**src/rtl/mux_pkg.sv**
```systemverilog
// Shared types and defaults for the registered N-way mux pipeline stage.
package mux_pkg;

  localparam int DEF_WIDTH  = 32;
  localparam int DEF_NUM_IN = 4;

  typedef enum logic [1:0] {
    EMPTY = 2'd0,
    HALF  = 2'd1,
    FULL  = 2'd2
  } state_t;

endpackage

```
**src/rtl/mux_pipe_stage_mux_n.sv**
```systemverilog
// Combinational N-way selector; out-of-range selects fall back to input 0.
module mux_n
  import mux_pkg::*;
#(
  parameter int WIDTH  = DEF_WIDTH,
  parameter int NUM_IN = DEF_NUM_IN,
  localparam int SEL_W = $clog2(NUM_IN)
) (
  output logic [WIDTH-1:0]        result,
  input  logic [SEL_W-1:0]        s,
  input  logic [NUM_IN*WIDTH-1:0] in_data
);

  always_comb begin
    // NOTE: the default assignment ahead of the loop keeps every path driven, so no latch is inferred.
    result = in_data[0 +: WIDTH];
    for (int k = 1; k < NUM_IN; k++) begin
      if (s == SEL_W'(k)) result = in_data[k*WIDTH +: WIDTH];
    end
  end

endmodule

```
**src/rtl/mux_pipe_stage.sv**
```systemverilog
// Registered N-way mux with a 2-entry skid buffer (valid/ready on both sides).
// Optional sticky out-of-range select flag: define MUX_PIPE_SEL_ERR_EN.
module mux_pipe_stage
  import mux_pkg::*;
#(
  parameter int WIDTH  = DEF_WIDTH,
  parameter int NUM_IN = DEF_NUM_IN,
  localparam int SEL_W = $clog2(NUM_IN)
) (
  input  logic                    clk,
  input  logic                    reset,
  input  logic [NUM_IN*WIDTH-1:0] in_data,
  input  logic [SEL_W-1:0]        sel,
  input  logic                    in_valid,
  output logic                    in_ready,
  input  logic                    flush,
  output logic [WIDTH-1:0]        out_data,
  output logic [SEL_W-1:0]        out_sel,
  output logic                    out_valid,
  input  logic                    out_ready
`ifdef MUX_PIPE_SEL_ERR_EN
  ,
  output logic                    sel_err
`endif
);

  state_t             state;
  logic [WIDTH-1:0]   main_data;
  logic [SEL_W-1:0]   main_sel;
  logic [WIDTH-1:0]   skid_data;
  logic [SEL_W-1:0]   skid_sel;
  logic               in_ready_r;
  logic               out_valid_r;
  logic [WIDTH-1:0]   sel_data;
  logic               in_fire;
  logic               out_fire;

  mux_n #(
    .WIDTH  (WIDTH),
    .NUM_IN (NUM_IN)
  ) u_mux (
    .result  (sel_data),
    .s       (sel),
    .in_data (in_data)
  );

  assign in_fire  = in_valid && in_ready_r;
  assign out_fire = out_valid_r && out_ready;

  // Handshake flags are registered alongside the state so in_ready never
  // sees out_ready combinationally.
  always_ff @(posedge clk) begin
    // NOTE: sequential state uses non-blocking assignments so every flop samples pre-edge values.
    if (reset) begin
      state       <= EMPTY;
      in_ready_r  <= 1'b1;
      out_valid_r <= 1'b0;
      main_data   <= '0;
      main_sel    <= '0;
      // NOTE: the skid register is reset explicitly even though it is only read after being loaded.
      skid_data   <= '0;
      skid_sel    <= '0;
    end else if (flush) begin
      state       <= EMPTY;
      in_ready_r  <= 1'b1;
      out_valid_r <= 1'b0;
    end else begin
      case (state)
        EMPTY: begin
          if (in_fire) begin
            main_data   <= sel_data;
            main_sel    <= sel;
            state       <= HALF;
            out_valid_r <= 1'b1;
          end
        end
        HALF: begin
          if (in_fire && out_fire) begin
            main_data <= sel_data;
            main_sel  <= sel;
          end else if (in_fire) begin
            skid_data  <= sel_data;
            skid_sel   <= sel;
            state      <= FULL;
            in_ready_r <= 1'b0;
          end else if (out_fire) begin
            state       <= EMPTY;
            out_valid_r <= 1'b0;
          end
        end
        FULL: begin
          if (out_fire) begin
            main_data  <= skid_data;
            main_sel   <= skid_sel;
            state      <= HALF;
            in_ready_r <= 1'b1;
          end
        end
        default: begin
          state       <= EMPTY;
          in_ready_r  <= 1'b1;
          out_valid_r <= 1'b0;
        end
      endcase
    end
  end

`ifdef MUX_PIPE_SEL_ERR_EN
  // Sticky: only reset clears it; flush leaves it alone.
  always_ff @(posedge clk) begin
    if (reset) begin
      sel_err <= 1'b0;
    end else if (in_fire && (32'(sel) >= 32'(NUM_IN))) begin
      sel_err <= 1'b1;
    end
  end
`endif

  assign in_ready  = in_ready_r;
  assign out_valid = out_valid_r;
  assign out_data  = main_data;
  assign out_sel   = main_sel;

endmodule

```
**config.mk**
```make
export PLATFORM = sky130hd
export DESIGN_NAME = mux_pipe_stage
export DESIGN_NICKNAME = d
export VERILOG_FILES = /design/src/rtl/mux_pkg.sv /design/src/rtl/mux_pipe_stage_mux_n.sv /design/src/rtl/mux_pipe_stage.sv
export SDC_FILE = /design/constraint.sdc
export NUM_CORES = 1
export LEC_CHECK = 0
export ABC_AREA = 1
export BUFFER_PORTS_ARGS = -buffer_cell sky130_fd_sc_hd__buf_2
export CORE_MARGIN = 5
export CORE_UTILIZATION = 40
export CTS_BUF_LIST = sky130_fd_sc_hd__clkbuf_4
export DETAILED_ROUTE_END_ITERATION = 10
export PLACE_DENSITY_LB_ADDON = 0.12
export SYNTH_ARGS = -nofsm -noshare
export SYNTH_HDL_FRONTEND = slang
export SYNTH_SLANG_ARGS = --single-unit
```
**constraint.sdc**
```tcl
create_clock -name clk -period 1.5 [get_ports clk]
set_input_delay 0.075 -clock clk [delete_from_list [all_inputs] [get_ports clk]]
set_output_delay 0.075 -clock clk [all_outputs]
set_load 0.1 [all_outputs]
```
==> summary.txt, run 1 <==
CLOCKING
--------------------------------------------------------------------------------
CTS root buf                                                        sky130_fd_sc_hd__clkbuf_4
Total clock sinks                                                             72
Clock latency at the later pin of the worst-skew pair                    0.42 ns
H-tree Lvls                                                                    3
Buffer depth of the longest clock path                                         2
Clock tree from TritonCTS                                                    yes
CTS Buf Count                                                                  9
Clock transition at the registers of the reported paths                  0.11 ns
Post-CTS Repair Setup Buffers                                                  0

TIMING
--------------------------------------------------------------------------------
Setup clock skew after layout                                          0.0101 ns
Setup repair after global routing missed its margin                        false
Post-route fraction of the period consumed by the critical path            90.8%
Normalized max-slew margin                                                 65.3%
Total negative setup slack                                                  0 ns
Final count of negative-setup-slack endpoints                                  0
Crit path time final                                                     1.36 ns
Endpoints failing hold                                                         0
Max-slew violation total from the final report                                 0
Upper clock frequency limit                                              734 MHz
Worst-case hold slack                                                  0.0254 ns
Worst-margin pin slew                                                   0.524 ns
Slack of the critical path                                              0.138 ns

HOLD PATH
--------------------------------------------------------------------------------
Worst min-delay path class                                                in2reg
Cell count of the worst hold path                                              4

ROUTING
--------------------------------------------------------------------------------
Avg WL per Cell                                                          12.2 um
Router iterations before antenna repair                                        4
Number of routed nets with antenna violations                                  0
Post-route DRC                                                                 0
Routed WL                                                              14,000 um
Per-cell via count in the routed design                                     4.49
DRC marker count from the first detailed-route iteration                     253
Total number of vias                                                       5,174

PLACEMENT
--------------------------------------------------------------------------------
Port bufs                                                                    170
Dpl cells                                                                  1,104
HPWL after DPL                                                           9800 um
Placed cell areas                                                     5650 sq um
Post-placement worst setup slack                                       0.0723 ns
Final GP Congestion                                                        0.828

WORST SETUP PATH
--------------------------------------------------------------------------------
Arrival time at the worst endpoint                                       1.66 ns
Maximum fanout count along the critical path                                  67
Count of cell instances traversed by the critical path                         7
Critical-path top delay cell                                        sky130_fd_sc_hd__dfxtp_4
Critical path start-end classification                                   reg2reg
Critical path buffer and inverter count                                        2
Family with the most delay on the worst path                          flip-flops
Cell-by-cell listing of the critical path                           inv_2 -> nand2_1 -> nor2_2 -> nand2_2 -> buf_12 -> o21ai_0 -> a21oi_1
Launch instance of the worst register-to-register path                  state[1]
Register-to-register setup slack                                         0.14 ns
Worst setup SP type                                                     register
Worst reg-to-reg path cell count                                               7
Critical path's largest stage delay                                      0.38 ns
Setup crit end kind                                                     register
End of the worst register-to-register path                           skid_sel[0]
First element of the critical path                                      state[1]
Required time worst endpoint                                             1.80 ns
Critical path destination                                            skid_sel[0]

GLOBAL ROUTE
--------------------------------------------------------------------------------
Maximum number of pins on one net before global-route repair                  68
Total global routing overflow                                                  0
Global Route Usage Sum                                                     20.2%
Number of global-route vias before repair                                  4,601
First-pass GRT wire length                                             21,900 um
Number of antenna violations at the first check in global routing              1

FINAL LAYOUT
--------------------------------------------------------------------------------
Post-Route Utilization                                                     54.0%
Post-Layout Inst Area                                                 6120 sq um
Layout cell share with drive strength beyond 1                             22.9%
Area growth syn-to-layout                                                  33.4%
Number of nets in the final layout                                         1,140
Fillcell total                                                             1,233
Number of non-filler instances in the completed layout                     1,153

FLOORPLANNING
--------------------------------------------------------------------------------
Die X-Extent                                                              117 um
Placeable core area                                                 11,300 sq um
Starting Density                                                           40.5%
Total Die Area                                                      13,700 sq um
Number of primary I/O pins                                                   171
Rows                                                                          39
Height of the die                                                         117 um

OUTCOME
--------------------------------------------------------------------------------
Status                                                                 completed

SYNTH
--------------------------------------------------------------------------------
Synth cell count leaders                                            sky130_fd_sc_hd__nand2_1 (275), sky130_fd_sc_hd__inv_1 (163), sky130_fd_sc_hd__dfxtp_1 (72)
Dominant register cell in the synthesized netlist                   sky130_fd_sc_hd__dfxtp_1
Sequential element share of the synthesized area                           31.4%
Post-Syn Area                                                         4580 sq um
Net count after synthesis                                                    950
Count of synthesis-stage warnings from yosys                                   0
Cell with the most instances after synthesis                        sky130_fd_sc_hd__nand2_1
Number of register bits inferred by synthesis                                 72
Proportion of netlist area held by the largest area contributor            31.4%
Count of flip-flops with a built-in enable after synthesis                     0
Number of unique standard cell types used by synthesis                        25
Biggest area consumer among synthesized cells                       sky130_fd_sc_hd__dfxtp_1
Per-instance average area after synthesis                             5.63 sq um
Post-synthesis async set-or-reset flop share                                  0%
Largest cells by area after synthesis                               sky130_fd_sc_hd__dfxtp_1 (31%), sky130_fd_sc_hd__nand2_1 (23%), sky130_fd_sc_hd__inv_1 (13%), sky130_fd_sc_hd__nand3_1 (7.1%), sky130_fd_sc_hd__a21oi_1 (7.0%)
Count of mapped cells out of synthesis                                       815

POWER
--------------------------------------------------------------------------------
Power, Total                                                             4.89 mW
Max rail drop VDD                                                       0.565 mV
Pwr/cell area                                                        799 nW/um^2
Static power due to leakage                                              3.64 nW

JOB
--------------------------------------------------------------------------------
Max-cap violation count                                                        0

[sequential cells by signal, indices dropped and copies added, names as in the netlist]
| register | cells |
|---|---|
| out_data | 32 |
| in_ready | 1 |
| skid_sel | 2 |
| out_sel | 2 |
| out_valid | 1 |
| state | 2 |
| skid_data | 32 |
[worst min-delay path by stage]
| stage | start | endpoint | slack, ns |
|---|---|---|---|
| 4_1_cts | in_data[114] | skid_data[18] | 0.006 |
| 3_3_place_gp | in_data[122] | skid_data[26] | 0.39 |
| 6_report | out_ready | state[1] | 0.03 |
| 2_1_floorplan | flush | out_sel[0] | 0.25 |
| 5_1_grt | in_data[114] | skid_data[18] | 0.03 |
| 3_5_place_dp | in_data[112] | skid_data[16] | 0.40 |
[cell families after synthesis]
logic type / after synthesis / synth area share, %
and+or+nand+nor: 417 / 36.4
buffers and inverters: 215 / 19.1
AOI/OAI and AO/OA: 111 / 13.0
DFF: 72 / 31.4
[cell usage in the layout (no fill, tap or decap), types with 2 or more instances in the layout]
master,instances
sky130_fd_sc_hd__a21oi_1,64
sky130_fd_sc_hd__a21oi_2,6
sky130_fd_sc_hd__buf_12,7
sky130_fd_sc_hd__buf_2,170
sky130_fd_sc_hd__buf_4,15
sky130_fd_sc_hd__clkbuf_4,10
sky130_fd_sc_hd__clkinv_1,3
sky130_fd_sc_hd__dfxtp_1,68
sky130_fd_sc_hd__dfxtp_4,3
sky130_fd_sc_hd__dlygate4sd3_1,33
sky130_fd_sc_hd__inv_1,163
sky130_fd_sc_hd__inv_2,5
sky130_fd_sc_hd__nand2_1,272
sky130_fd_sc_hd__nand2_2,3
sky130_fd_sc_hd__nand3_1,65
sky130_fd_sc_hd__nor2_1,69
sky130_fd_sc_hd__nor2_2,2
sky130_fd_sc_hd__o21ai_0,5
sky130_fd_sc_hd__o21ai_1,32
sky130_fd_sc_hd__or2_2,2
[where the power goes]
group	internal, mW	switching (mW)	total [mW]
logic	0.511	1.15	1.66
registers	2.01	0.0453	2.05
clock network	0.503	0.678	1.18
total	3.02	1.87	4.89
[metal layers]
layer | track usage [%] | share of wire, % | wire [um] | up-vias
met5 | 0 | 0 | 0 | -
met4 | 5.12 | 0.88 | 124 | 0
met3 | 4.27 | 6.5 | 913 | 12
met2 | 34.5 | 49 | 6850 | 132
met1 | 25.9 | 44 | 6150 | 2213
li1 | - | - | - | 2817
[timing repair]
item / in CTS / in global routing
endpoints found under the setup margin: 0 / 33
resized for setup: 0 / 5
hold buffers: 32 / 1
endpoints found under the hold margin: 50 / 1
[final cells by class]
class	instances	area, sq um	share of cell area, %
Antenna cell	1	2.50	0.0409
Clock buffer	10	75.1	1.23
Clock inverter	5	48.8	0.798
Inverter	168	631	10.3
Multi-Input combinational cell	528	2280	37.3
Sequential cell	72	1450	23.8
Tap cell	143	179	2.93
Timing Repair Buffer	226	1450	23.6
[tightest hold or removal path, cell delays in order]
cell	delay, ns
sky130_fd_sc_hd__buf_2	0.08
sky130_fd_sc_hd__nand2_2	0.08
sky130_fd_sc_hd__inv_1	0.11
sky130_fd_sc_hd__nor3_1	0.06
Note: power is estimated with default switching activity, not from simulation.
==> run 2, diff against run 1 <==
--- a/config.mk
+++ b/config.mk
@@ -11,7 +11,8 @@
 export CORE_UTILIZATION = 40
 export CTS_BUF_LIST = sky130_fd_sc_hd__clkbuf_4
 export DETAILED_ROUTE_END_ITERATION = 10
-export PLACE_DENSITY_LB_ADDON = 0.12
+export GPL_ROUTABILITY_DRIVEN = 0
+export PLACE_DENSITY_LB_ADDON = 0.1
 export SYNTH_ARGS = -nofsm -noshare
 export SYNTH_HDL_FRONTEND = slang
 export SYNTH_SLANG_ARGS = --single-unit
==> run 2 against run 1 <==
Against the previous run:
- die area stayed put
- register-to-register slack hardly changed
- setup slack got worse by 0.0097 ns
- sequential share of layout area shrank 0.35 points
- maximum frequency decreased by 0.70%
- power up 0.81%
- highest routed layer unchanged
- routed wire length rose by 2.8%
- combinational power barely moved
- clock skew is 0.018 ns higher
- clock power barely moved
- first-iteration DRC count shrank 11%
- global-route usage is 0.50 points higher
==> summary.txt, run 2 (synthesis results as in run 1) <==
JOB
--------------------------------------------------------------------------------
Max-cap violation count                                                        0

FLOORPLANNING
--------------------------------------------------------------------------------
Die X-Extent                                                              117 um
Number of primary I/O pins                                                   171
Height of the die                                                         117 um
Total Die Area                                                      13,700 sq um
Placeable core area                                                 11,300 sq um
Rows                                                                          39
Starting Density                                                           40.5%

FINAL LAYOUT
--------------------------------------------------------------------------------
Leading cell type in the layout, fill and taps excluded             sky130_fd_sc_hd__nand2_1
Layout cell share with drive strength beyond 1                             23.7%
Area growth syn-to-layout                                                  35.4%
Number of non-filler instances in the completed layout                     1,159
Number of nets in the final layout                                         1,146
Ant diodes                                                                     0
Highest-count cells in the layout ignoring fill and taps            sky130_fd_sc_hd__nand2_1 (272), sky130_fd_sc_hd__buf_2 (170), sky130_fd_sc_hd__inv_1 (163)

ROUTING
--------------------------------------------------------------------------------
Post-route DRC                                                                 0
Per-cell via count in the routed design                                     4.55
DRC marker count from the first detailed-route iteration                     226
Avg WL per Cell                                                          12.5 um
Number of routed nets with antenna violations                                  0
Routed WL                                                              14,400 um
Router iterations before antenna repair                                        4
Total number of vias                                                       5,276

OUTCOME
--------------------------------------------------------------------------------
Status                                                                 completed

HOLD PATH
--------------------------------------------------------------------------------
Worst min-delay path class                                                in2reg
Cell count of the worst hold path                                              3
Worst hold path startpoint                                                sel[0]

TIMING
--------------------------------------------------------------------------------
Normalized max-slew margin                                                 65.5%
Worst-case hold slack                                                  0.0506 ns
Final count of negative-setup-slack endpoints                                  0
Endpoints failing hold                                                         0
Post-route fraction of the period consumed by the critical path            91.4%
Upper clock frequency limit                                              729 MHz
Total negative setup slack                                                  0 ns
Worst-margin pin slew                                                   0.520 ns
Setup repair after global routing missed its margin                        false
Max-slew violation total from the final report                                 0
Setup clock skew after layout                                          0.0282 ns
Crit path time final                                                     1.37 ns

GLOBAL ROUTE
--------------------------------------------------------------------------------
Number of global-route vias before repair                                  4,793
Global Route Usage Sum                                                     20.7%
First-pass GRT wire length                                             22,500 um
Total global routing overflow                                                  0
Number of antenna violations at the first check in global routing              0
Maximum number of pins on one net before global-route repair                  47

WORST SETUP PATH
--------------------------------------------------------------------------------
First element of the critical path                                      state[1]
Arrival time at the worst endpoint                                       1.73 ns
Critical path start-end classification                                   reg2reg
Launch instance of the worst register-to-register path                  state[1]
Maximum fanout count along the critical path                                  28
Worst setup SP type                                                     register
Required time worst endpoint                                             1.86 ns
Setup crit end kind                                                     register
Worst reg-to-reg path cell count                                               8

PLACEMENT
--------------------------------------------------------------------------------
Dpl cells                                                                  1,107
HPWL after DPL                                                         10,200 um
Port bufs                                                                    170

CLOCKING
--------------------------------------------------------------------------------
CTS root buf                                                        sky130_fd_sc_hd__clkbuf_4
Clock latency at the later pin of the worst-skew pair                    0.43 ns
Total clock sinks                                                             72
Clock transition at the registers of the reported paths                  0.14 ns
Buffer depth of the longest clock path                                         2
H-tree Lvls                                                                    3
CTS Buf Count                                                                  9
Clock tree from TritonCTS                                                    yes

POWER
--------------------------------------------------------------------------------
Max rail drop VDD                                                       0.432 mV
Pwr/cell area                                                        794 nW/um^2
Static power due to leakage                                              3.70 nW

run 2: area by class of cell:
| type | instances | area, sq um |
|---|---|---|
| multi-input cells | 528 | 2290 |
| repair buffers | 232 | 1520 |
| inverters | 168 | 631 |
| fillers | 1245 | 5110 |
| clock inverters | 7 | 62.6 |
| clock buffers | 9 | 67.6 |
| flip-flops and latches | 72 | 1450 |
| well taps | 143 | 179 |
run 2: final timing paths:
check            endpoint  slack [ns]
max          out_data[16]        0.13
min           skid_sel[0]        0.05
max reg2reg  out_data[16]        0.13
min reg2reg   skid_sel[1]        0.48
run 2: where the power goes:
part / switching [mW] / internal (mW)
clock: 0.813 / 0.375
sequential: 0.0467 / 2.01
combinational: 1.16 / 0.526
run 2: repair_timing:
action                     CTS  global route
gates resized for setup      0             7
buffers inserted             0             0
hold buffers                35             0
setup endpoints to repair    0            31
hold endpoints to repair    66             0
run 2: per-stage QoR:
stage / util [%] / power [mW] / setup slack (ns) / instance area (sq um)
after global routing: 54.8 / 5.22 / 0.00479 / 6210
final: 54.8 / 4.93 / 0.128 / 6210
after CTS: 54.4 / 4.97 / 0.0660 / 6160
after global placement: 50.2 / 3.70 / 0.0965 / 5680
after floorplan: - / 3.24 / 0.0153 / 4600
after detailed placement: 50.2 / 3.70 / 0.0830 / 5680
run 2: worst max-delay path, stage by stage (launching register included):
cell and delay, ns:
sky130_fd_sc_hd__dfxtp_4 0.39, sky130_fd_sc_hd__nor2_2 0.14, sky130_fd_sc_hd__inv_2 0.07, sky130_fd_sc_hd__a21oi_4 0.16, sky130_fd_sc_hd__nand2_4 0.12, sky130_fd_sc_hd__buf_12 0.19
sky130_fd_sc_hd__nand2_1 0.06, sky130_fd_sc_hd__nand2_1 0.04, sky130_fd_sc_hd__a21oi_1 0.13
run 2: metal layers:
metal | global-route usage [%] | part of all wire, % | vias to the layer above
li1 | - | - | 2822
met2 | 36.9 | 49 | 129
met1 | 25.8 | 45 | 2312
met4 | 5.66 | 1.3 | 0
met5 | 0 | 0 | -
met3 | 3.44 | 5.0 | 13
